--- config.mk ---
export PLATFORM = sky130hd
export DESIGN_NAME = layer2_product_feeder_flat
export DESIGN_NICKNAME = d
export VERILOG_FILES = /design/src/rtl/layer2_product_feeder_pkg.sv /design/src/rtl/layer2_product_feeder_if.sv /design/src/rtl/layer2_product_feeder_mul_fp.sv /design/src/rtl/layer2_product_feeder.sv /design/src/flat_wrapper.sv
export SDC_FILE = /design/constraint.sdc
export NUM_CORES = 2
export LEC_CHECK = 0
export BUFFER_PORTS_ARGS = -buffer_cell sky130_fd_sc_hd__buf_2
export CAP_MARGIN = 20
export CELL_PAD_IN_SITES_DETAIL_PLACEMENT = 1
export CELL_PAD_IN_SITES_GLOBAL_PLACEMENT = 2
export CORE_AREA = 10 10 335 337
export CTS_BUF_LIST = sky130_fd_sc_hd__clkbuf_16
export DETAILED_ROUTE_END_ITERATION = 16
export DIE_AREA = 0 0 345 347
export GPL_TIMING_DRIVEN = 0
export PLACE_DENSITY = 0.93
export SLEW_MARGIN = 10
export SYNTH_ARGS = -nofsm -noshare
export SYNTH_HDL_FRONTEND = slang
export SYNTH_HIERARCHICAL = 1
export SYNTH_SLANG_ARGS = --single-unit
--- constraint.sdc ---
create_clock -name clk -period 12.4 [get_ports clk]
set_input_delay 2.48 -clock clk [delete_from_list [all_inputs] [get_ports clk]]
set_output_delay 2.48 -clock clk [all_outputs]
set_load 0.1 [all_outputs]
--- src/rtl/layer2_product_feeder_pkg.sv ---
// Shared layer-2 parameters: operand width, group size, adder-tree depth and
// the feeder state encodings.
package layer2_product_feeder_pkg;

  localparam int DATA_WIDTH  = 32;
  localparam int LANES       = 8;
  localparam int PIPE_STAGES = 4;
  localparam int LANE_BITS   = 3;
  localparam int GROUP_BITS  = 16;

  typedef enum logic [1:0] {
    ST_IDLE  = 2'd0,
    ST_RUN   = 2'd1,
    ST_DRAIN = 2'd2
  } state_t;

  // True when the lane index points at the final slot of a group.
  function automatic logic is_last_lane(input logic [LANE_BITS-1:0] lane);
    return lane == 3'd7;
  endfunction

endpackage

--- src/rtl/layer2_product_feeder_if.sv ---
// Bundle of the feeder's run-control, beat and adder-tree strobe signals.
interface layer2_product_feeder_if;
  import layer2_product_feeder_pkg::*;

  logic                          i_start;
  logic [GROUP_BITS-1:0]         i_num_groups;
  logic                          i_valid;
  logic [DATA_WIDTH-1:0]         i_data;
  logic [DATA_WIDTH-1:0]         i_weight;
  logic                          o_ready;
  logic [DATA_WIDTH*LANES-1:0]   o_pipeline_layer2;
  logic                          o_valid_in_bias;
  logic [PIPE_STAGES-1:0]        o_valid_pipeline;
  logic                          o_busy;
  logic                          o_done;

  modport master (
    output i_start, i_num_groups, i_valid, i_data, i_weight,
    input  o_ready, o_pipeline_layer2, o_valid_in_bias, o_valid_pipeline,
           o_busy, o_done
  );

  modport slave (
    input  i_start, i_num_groups, i_valid, i_data, i_weight,
    output o_ready, o_pipeline_layer2, o_valid_in_bias, o_valid_pipeline,
           o_busy, o_done
  );

endinterface

--- src/rtl/layer2_product_feeder_mul_fp.sv ---
// Combinational FP32 multiplier (sibling of Add_FP). Subnormal inputs and
// results flush to signed zero; rounding is round-to-nearest-even.
module Mul_FP (
  input  logic [31:0] a,
  input  logic [31:0] b,
  output logic [31:0] p
);

  logic        sign_s;
  logic [7:0]  ea_s, eb_s;
  logic [22:0] ma_s, mb_s;
  logic        a_zero_s, b_zero_s, a_inf_s, b_inf_s, a_nan_s, b_nan_s;
  logic [47:0] prod_s;
  logic [23:0] mant_s, mant_rnd_s;
  logic [9:0]  exp_s, exp_rnd_s;
  logic        guard_s, sticky_s, round_up_s;

  // Operand decode, significand product, normalisation, rounding and special-case selection.
  always_comb begin
    sign_s   = a[31] ^ b[31];
    ea_s     = a[30:23];
    eb_s     = b[30:23];
    ma_s     = a[22:0];
    mb_s     = b[22:0];
    a_zero_s = (ea_s == 8'd0);
    b_zero_s = (eb_s == 8'd0);
    a_inf_s  = (ea_s == 8'hFF) && (ma_s == 23'd0);
    b_inf_s  = (eb_s == 8'hFF) && (mb_s == 23'd0);
    a_nan_s  = (ea_s == 8'hFF) && (ma_s != 23'd0);
    b_nan_s  = (eb_s == 8'hFF) && (mb_s != 23'd0);
    prod_s   = {24'd0, 1'b1, ma_s} * {24'd0, 1'b1, mb_s};

    if (prod_s[47]) begin
      mant_s   = {1'b0, prod_s[46:24]};
      guard_s  = prod_s[23];
      sticky_s = |prod_s[22:0];
      exp_s    = {2'b00, ea_s} + {2'b00, eb_s} - 10'd126;
    end else begin
      mant_s   = {1'b0, prod_s[45:23]};
      guard_s  = prod_s[22];
      sticky_s = |prod_s[21:0];
      exp_s    = {2'b00, ea_s} + {2'b00, eb_s} - 10'd127;
    end

    round_up_s = guard_s & (sticky_s | mant_s[0]);
    mant_rnd_s = mant_s + {23'd0, round_up_s};
    if (mant_rnd_s[23]) begin
      exp_rnd_s = exp_s + 10'd1;
    end else begin
      exp_rnd_s = exp_s;
    end

    if (a_nan_s || b_nan_s) begin
      p = 32'h7FC0_0000;
    end else if (a_inf_s || b_inf_s) begin
      if (a_zero_s || b_zero_s) begin
        p = 32'h7FC0_0000;
      end else begin
        p = {sign_s, 8'hFF, 23'd0};
      end
    end else if (a_zero_s || b_zero_s) begin
      p = {sign_s, 31'd0};
    end else if (exp_rnd_s[9] || (exp_rnd_s == 10'd0)) begin
      p = {sign_s, 31'd0};
    end else if (exp_rnd_s[8:0] >= 9'd255) begin
      p = {sign_s, 8'hFF, 23'd0};
    end else begin
      p = {sign_s, exp_rnd_s[7:0], mant_rnd_s[22:0]};
    end
  end

endmodule

--- src/rtl/layer2_product_feeder.sv ---
// Collects FP32 activation*weight products into groups of eight, presents each
// full group to the layer-2 adder tree and walks a valid strobe down its stages.
module layer2_product_feeder #(
  parameter int DATA_WIDTH = 32,
  parameter int LANES      = 8
) (
  input  logic                    clk,
  input  logic                    rst,
  layer2_product_feeder_if.slave  bus
);
  import layer2_product_feeder_pkg::*;

  state_t                       state_r;
  logic [LANE_BITS-1:0]         lane_cnt_r;
  logic [GROUP_BITS-1:0]        group_cnt_r;
  logic [DATA_WIDTH-1:0]        fill_r [LANES];
  logic [DATA_WIDTH*LANES-1:0]  pipe_r;
  logic [PIPE_STAGES:0]         valid_sr_r;
  logic                         ready_r;
  logic                         busy_r;
  logic                         done_r;
  logic [DATA_WIDTH-1:0]        product_s;
  logic                         beat_s;
  logic                         last_beat_s;

  Mul_FP u_mul_fp (
    .a (bus.i_data),
    .b (bus.i_weight),
    .p (product_s)
  );

  // Beat qualification: only beats offered while ready count.
  always_comb begin
    beat_s      = bus.i_valid & ready_r;
    last_beat_s = beat_s & is_last_lane(lane_cnt_r);
  end

  // Fill buffer: each accepted product lands in the current lane.
  always_ff @(posedge clk) begin
    if (rst) begin
      for (int k = 0; k < LANES; k++) begin
        fill_r[k] <= '0;
      end
    end else if (beat_s) begin
      fill_r[lane_cnt_r] <= product_s;
    end
  end

  // Output register: snapshot of the full group, held until the next group completes.
  always_ff @(posedge clk) begin
    if (rst) begin
      pipe_r <= '0;
    end else if (last_beat_s) begin
      for (int k = 0; k < LANES - 1; k++) begin
        pipe_r[k*DATA_WIDTH +: DATA_WIDTH] <= fill_r[k];
      end
      pipe_r[(LANES-1)*DATA_WIDTH +: DATA_WIDTH] <= product_s;
    end
  end

  // Strobe shift register: one token per completed group, overlapping groups allowed.
  always_ff @(posedge clk) begin
    if (rst) begin
      valid_sr_r <= '0;
    end else begin
      valid_sr_r <= {valid_sr_r[PIPE_STAGES-1:0], last_beat_s};
    end
  end

  // Run-control state machine with registered ready/busy/done.
  always_ff @(posedge clk) begin
    if (rst) begin
      state_r     <= ST_IDLE;
      lane_cnt_r  <= 3'd0;
      group_cnt_r <= 16'd0;
      ready_r     <= 1'b0;
      busy_r      <= 1'b0;
      done_r      <= 1'b0;
    end else begin
      done_r <= 1'b0;
      case (state_r)
        ST_IDLE: begin
          if (bus.i_start) begin
            if (bus.i_num_groups != 16'd0) begin
              state_r     <= ST_RUN;
              group_cnt_r <= bus.i_num_groups;
              lane_cnt_r  <= 3'd0;
              ready_r     <= 1'b1;
              busy_r      <= 1'b1;
            end else begin
              done_r <= 1'b1;
            end
          end
        end
        ST_RUN: begin
          if (beat_s) begin
            lane_cnt_r <= lane_cnt_r + 3'd1;
            if (is_last_lane(lane_cnt_r)) begin
              group_cnt_r <= group_cnt_r - 16'd1;
              if (group_cnt_r == 16'd1) begin
                state_r <= ST_DRAIN;
                ready_r <= 1'b0;
              end
            end
          end
        end
        ST_DRAIN: begin
          // Last stage token marks the downstream output register as valid.
          if (valid_sr_r[PIPE_STAGES]) begin
            state_r <= ST_IDLE;
            busy_r  <= 1'b0;
            done_r  <= 1'b1;
          end
        end
        default: begin
          state_r <= ST_IDLE;
          ready_r <= 1'b0;
          busy_r  <= 1'b0;
        end
      endcase
    end
  end

  assign bus.o_ready           = ready_r;
  assign bus.o_busy            = busy_r;
  assign bus.o_done            = done_r;
  assign bus.o_pipeline_layer2 = pipe_r;
  assign bus.o_valid_in_bias   = valid_sr_r[0];
  assign bus.o_valid_pipeline  = valid_sr_r[PIPE_STAGES:1];

endmodule
--- src/flat_wrapper.sv ---
// flat-port wrapper written by rule: the top's interface ports become plain ports
module layer2_product_feeder_flat import layer2_product_feeder_pkg::*;
#(
  parameter int DATA_WIDTH = 32,
  parameter int LANES      = 8
)
  (clk, rst, bus_i_start, bus_i_num_groups, bus_i_valid, bus_i_data, bus_i_weight, bus_o_ready, bus_o_pipeline_layer2, bus_o_valid_in_bias, bus_o_valid_pipeline, bus_o_busy, bus_o_done);
  layer2_product_feeder_if bus_i ();
  input  logic clk;
  input  logic rst;
  input wire logic [$bits(bus_i.i_start)-1:0] bus_i_start;
  input wire logic [$bits(bus_i.i_num_groups)-1:0] bus_i_num_groups;
  input wire logic [$bits(bus_i.i_valid)-1:0] bus_i_valid;
  input wire logic [$bits(bus_i.i_data)-1:0] bus_i_data;
  input wire logic [$bits(bus_i.i_weight)-1:0] bus_i_weight;
  output wire logic [$bits(bus_i.o_ready)-1:0] bus_o_ready;
  output wire logic [$bits(bus_i.o_pipeline_layer2)-1:0] bus_o_pipeline_layer2;
  output wire logic [$bits(bus_i.o_valid_in_bias)-1:0] bus_o_valid_in_bias;
  output wire logic [$bits(bus_i.o_valid_pipeline)-1:0] bus_o_valid_pipeline;
  output wire logic [$bits(bus_i.o_busy)-1:0] bus_o_busy;
  output wire logic [$bits(bus_i.o_done)-1:0] bus_o_done;
  assign bus_i.i_start = bus_i_start;
  assign bus_i.i_num_groups = bus_i_num_groups;
  assign bus_i.i_valid = bus_i_valid;
  assign bus_i.i_data = bus_i_data;
  assign bus_i.i_weight = bus_i_weight;
  assign bus_o_ready = bus_i.o_ready;
  assign bus_o_pipeline_layer2 = bus_i.o_pipeline_layer2;
  assign bus_o_valid_in_bias = bus_i.o_valid_in_bias;
  assign bus_o_valid_pipeline = bus_i.o_valid_pipeline;
  assign bus_o_busy = bus_i.o_busy;
  assign bus_o_done = bus_i.o_done;
  layer2_product_feeder #(.DATA_WIDTH(DATA_WIDTH), .LANES(LANES)) u_core (.clk(clk), .rst(rst), .bus(bus_i));
endmodule
### Word-level counts from Yosys, hierarchy flattened

Memory sizes are Yosys's and may differ from the RTL's. A register that Yosys moved wholly into a read port is not among the register bits.
Index checks and enable logic that the tools add are counted.
W data, S select, Z words.

* memory bits (writable): 256
* bits in registers: 285
* memories kept: 1

Memory list
* u_core.fill_r: words 8, bits a word 32, rd ports 7, clocked after Yosys merged registers in 7, write ports 8, RTL line layer2_product_feeder.sv:16 `logic [DATA_WIDTH-1:0] fill_r [LANES];`

* bitwise gates (word level): 7
* eq/ne operators: 12
* $add $sub $neg: 7
* reductions and logical operators: 26
* magnitude comparators: 1
* $mul: 1
* mux-type cells: 47

Operators with widths (count)
* $mux W32: 4
* $mux W31: 3
* $mux W16: 4
* $mul A24 B24 Y48: 1
* $logic_not A23 Y1: 2
* $reduce_bool A23 Y1: 2
* $pmux W16 S2: 1
* $reduce_or A32 Y1: 1
* $add A24 B1 Y24: 1
* $mux W23: 1
* $reduce_or A23 Y1: 1
* $reduce_or A22 Y1: 1
* $mux W10: 2
* $mux W1: 17
* $eq A16 B1 Y1 const B: 1
* $eq A8 B8 Y1 const B: 2
* $logic_not A8 Y1: 2
* $reduce_bool A16 Y1: 1
* $sub A16 B1 Y16 const B: 1
* $mux W2: 6
* $mux W3: 4
* $reduce_and A6 Y1: 2
* $add A10 B1 Y10 const B: 1
* $logic_not A10 Y1: 1
* 24 further kinds: 39

### Logic depth before layout (Yosys ltp)

* depth in word-level cells: 14
* gate-level depth with buffers: 40
* mapped depth without buffers: 36

### Cells and area by module

The synthesis kept the hierarchy.

Modules (own cells, without submodules)
* Mul_FP: area an instance 22321.4 sq um, cells each 2710, sequential area each 0.0 sq um, instances 1
* layer2_product_feeder: area an instance 18592.8 sq um, cells each 1814, sequential area each 12431.9 sq um, instances 1

### Worst setup path after synthesis

No wires, ideal clock.

* kind: input-to-reg
* start point: input bus_i_weight[3]
* end point: memory u_core.fill_r[0][22] (data pin)
* arrival time: 11.178 ns
* path buffers: 4
* library setup time: 0.255 ns
* slack: 0.968 ns
* stages on the path: 37
* cells stage by stage: clkbuf_1 nand2_1 fa_1 inv_1 fa_1 inv_1 fa_1 inv_1 fa_1 inv_1 fa_1 inv_1 fa_1 inv_1 fa_1 inv_1 ha_1 a21oi_1 o21ai_1 a221oi_4 a21o_1 nand4_2 nand2_1 buf_1 clkbuf_1 clkbuf_1 nand2_1 a21boi_0 ha_1 nand4_1 nor4b_2 nand2b_1 nor3_1 xor2_1 mux2_2 a31o_1 and2_1

RTL lines
* start: declaration: RTL line flat_wrapper.sv:15 `input wire logic [$bits(bus_i.i_weight)-1:0] bus_i_weight;`
* end: declaration: RTL line layer2_product_feeder.sv:16

==> flow_summary.toml <==
[run_status]
status = "finished clean"

[place]
dp_hpwl_um = 124000
place_congestion = 0.963
port_buffers = 345

[sta]
rsz0062_at_grt = "true"
finClkSkew_ps = 33.9
finalMaxSlewViolations = 0
max-slew-margin-rel = 0.278
fmax_ghz = 0.0822
fin_setup_tns_ps = 0
period_share = 0.982
worstMarginPinSlew_ps = 1080
setup-violations-final = 0
hold_viol = 0
fin_crit_ps = 12170

[logic_synthesis]
syn_inst = 4524
synth_commonest_cells = "nand2_1 (907), inv_1 (614), and2_1 (483), fa_1 (483), a21oi_1 (350)"
ys_seq_area_frac = 0.304
synth_top_area_share = 0.236
async_flop_share = 0
netlist_area_mm2 = 0.0409
ys_ff_latch = 509
avgSynthCellArea_um2 = 9.04
synthFlopType = "dfxtp_1"
syn_nets = 5280
yosys_warnings = 230
synth_edf_count = 224
synth.most_common_cell = "nand2_1"
synth_area_leader_cell = "fa_1"
yosys-top-cells-area = "fa_1 (24%), edfxtp_1 (16%), dfxtp_1 (14%)"
ys_types = 100

[min_path]
min_path_cells = 2
min-delay-path-class = "flip-flop to flip-flop"

[clock_tree]
clock_tree.root_cell = "clkbuf_16"
clockBufferDepth = 3
htree_levels = 2
cts.clk_slew.worst_paths_ps = 60
cts_tree = "yes"
numCtsBuffers = 50
clk_latency_ps = 610
cts_sinks = 509

[worst_setup_path]
startpoint_type = "input pin"
endpoint_kind = "flip-flop"
r2r_cells = 8
critPathArrivalTime_ps = 12620
cp_max_fo = 10
critPathMaxStageDelay_ps = 660
critPathRequiredTime_ps = 12850
path_class = "input pin to flip-flop"
crit_path_top_delay_cell = "or4b_4"
cp_common_cell = "fa_1"

[grt]
grt_pass1_wl_um = 232000
antenna_found_initial = 7
gr-usage-all-layers = 0.251
grt_pass1_vias = 37300
gr-total-overflow = 0
grt_max_degree = 33

[cells_and_area]
area_growth_pct = 14.0
final_core_util = 0.444
final_net_count = 5704
fill_cells = 12400
drive_gt1_frac = 0.132

[detailed_routing]
vias = 34300
viasPerCell = 5.37
ant_nets = 0
drtPass1Iterations = 7
finalWirelength_um = 155000
routedWlPerCell_um = 24.3
drc = 0
drt_iter0_drc = 2313

[floorplanning]
die_w_um = 345
dieHeight_um = 347
coreArea_mm2 = 0.105
initial_utilization = 0.389
num_io_pins = 348
dieArea_mm2 = 0.120
num_rows = 119

[job]
max_cap_viol_count = 0
==> final timing paths <==
check | slack [ps] | endpoint | start
worst max register to register | 9230 | u_core/bus.o_pipeline_layer2[183] | u_core/lane_cnt_r[1]
worst max-delay path | 230 | u_core/fill_r[6][4] | bus_i_data[8]
worst min register to register | 450 | u_core/bus.o_pipeline_layer2[199] | u_core/bus.o_pipeline_layer2[199]
worst min-delay path | 450 | u_core/bus.o_pipeline_layer2[199] | u_core/bus.o_pipeline_layer2[199]
==> metrics by stage <==
step | area [um^2] | hold slack (ps) | std cells | setup slack, ps
3_5_place_dp | 44600 | 444 | 6271 | -2230
6_report | 46700 | 453 | 6381 | 229
2_1_floorplan | 40900 | 444 | 4524 | 968
3_3_place_gp | 44400 | 440 | 6260 | -2680
5_1_grt | 46700 | 471 | 6381 | -54.7
4_1_cts | 46400 | 453 | 6367 | 12.5
==> critical path, delay by kind of cell <==
kind	cells	cell delay, ps
and+or+nand+nor	5	1470
AOI/OAI and AO/OA	9	2960
adders and majority gates	8	3510
buffers and inverters	11	1820
xor gates and xnor gates	1	330
==> registers in the layout (all words and copies together) (netlist names) <==
| register | cells |
|---|---|
| u_core/bus.o_pipeline_layer2 | 256 |
| u_core/fill_r | 224 |
| u_core/state_r | 2 |
| u_core/group_cnt_r | 16 |
| u_core/bus.o_busy | 1 |
| u_core/valid_sr_r | 5 |
| u_core/lane_cnt_r | 3 |
| u_core/bus.o_done | 1 |
| u_core/bus.o_ready | 1 |
==> metal layers <==
layer / global-route usage / vias to the layer above / wire length [um]
met5: 0 / - / 0
met4: 0.143 / 0 / 10400
met3: 0.0391 / 412 / 9750
met2: 0.434 / 1216 / 74800
met1: 0.295 / 17400 / 60100
li1: - / 15200 / -
==> cells in the final DEF, fill, tap and decap left out, types with 9 or more instances in the layout <==
master | synthesis | layout
o31ai_1 | 16 | 16
ha_1 | 189 | 189
clkbuf_1 | 212 | 136
edfxtp_1 | 224 | 224
nand3_1 | 36 | 36
clkinv_2 | 0 | 9
a21o_1 | 29 | 29
nor2_4 | 0 | 9
and3_1 | 15 | 15
inv_1 | 614 | 623
o21a_1 | 16 | 16
xnor2_1 | 48 | 47
xor2_1 | 24 | 24
and2_1 | 483 | 483
clkbuf_4 | 0 | 12
fa_1 | 483 | 483
a211oi_1 | 10 | 9
clkinv_1 | 3 | 9
clkbuf_2 | 1 | 53
a21oi_1 | 350 | 344
mux2i_1 | 13 | 13
o21ai_0 | 57 | 57
dfxtp_1 | 285 | 285
buf_2 | 23 | 379
nor2_1 | 136 | 124
buf_4 | 3 | 21
nor4_1 | 28 | 28
clkbuf_16 | 0 | 50
o21ai_1 | 11 | 10
nor3_1 | 39 | 38
or3_1 | 13 | 13
nor2b_1 | 10 | 10
o211ai_1 | 12 | 12
nand4_1 | 36 | 36
or2_2 | 16 | 16
nand2b_1 | 12 | 11
a21oi_2 | 6 | 11
nand2_1 | 907 | 906
==> cell families (layout without fill, tap and decap cells) <==
family | count (synthesis) | in the layout | share of synthesized area
AND/OR/NAND/NOR | 1786 | 1786 | 0.211
buffers and inverters | 864 | 1329 | 0.0805
adder cells (fa/ha/maj) | 672 | 672 | 0.294
AO/OA/AOI/OAI | 602 | 602 | 0.0903
flip-flops | 509 | 509 | 0.304
XOR/XNOR | 72 | 72 | 0.0154
multiplexers | 19 | 19 | 0.00483
other | 0 | 1 | 0
==> final cells by class <==
class / instances / area (um^2) / share of cell area
multi-input cells: 3151 / 25500 / 0.546
flip-flops and latches: 509 / 12400 / 0.266
inverters: 618 / 2330 / 0.0499
repair buffers: 373 / 2000 / 0.0428
well taps: 1391 / 1740 / 0.0373
clock buffers: 50 / 1250 / 0.0268
plain buffers: 245 / 1100 / 0.0235
clock inverters: 43 / 344 / 0.00737
diodes: 1 / 2.50 / 0.0000536
==> repair_timing <==
| action | CTS | global route |
|---|---|---|
| hold buffers | 0 | 0 |
| resized for setup | 99 | 60 |
| endpoints found under the setup margin | 248 | 208 |
| buffers inserted | 4 | 13 |
| pin swaps | 4 | 5 |
Power is not shown: default switching activity piles up to over one toggle a cycle in this logic, so the estimate is an artifact.
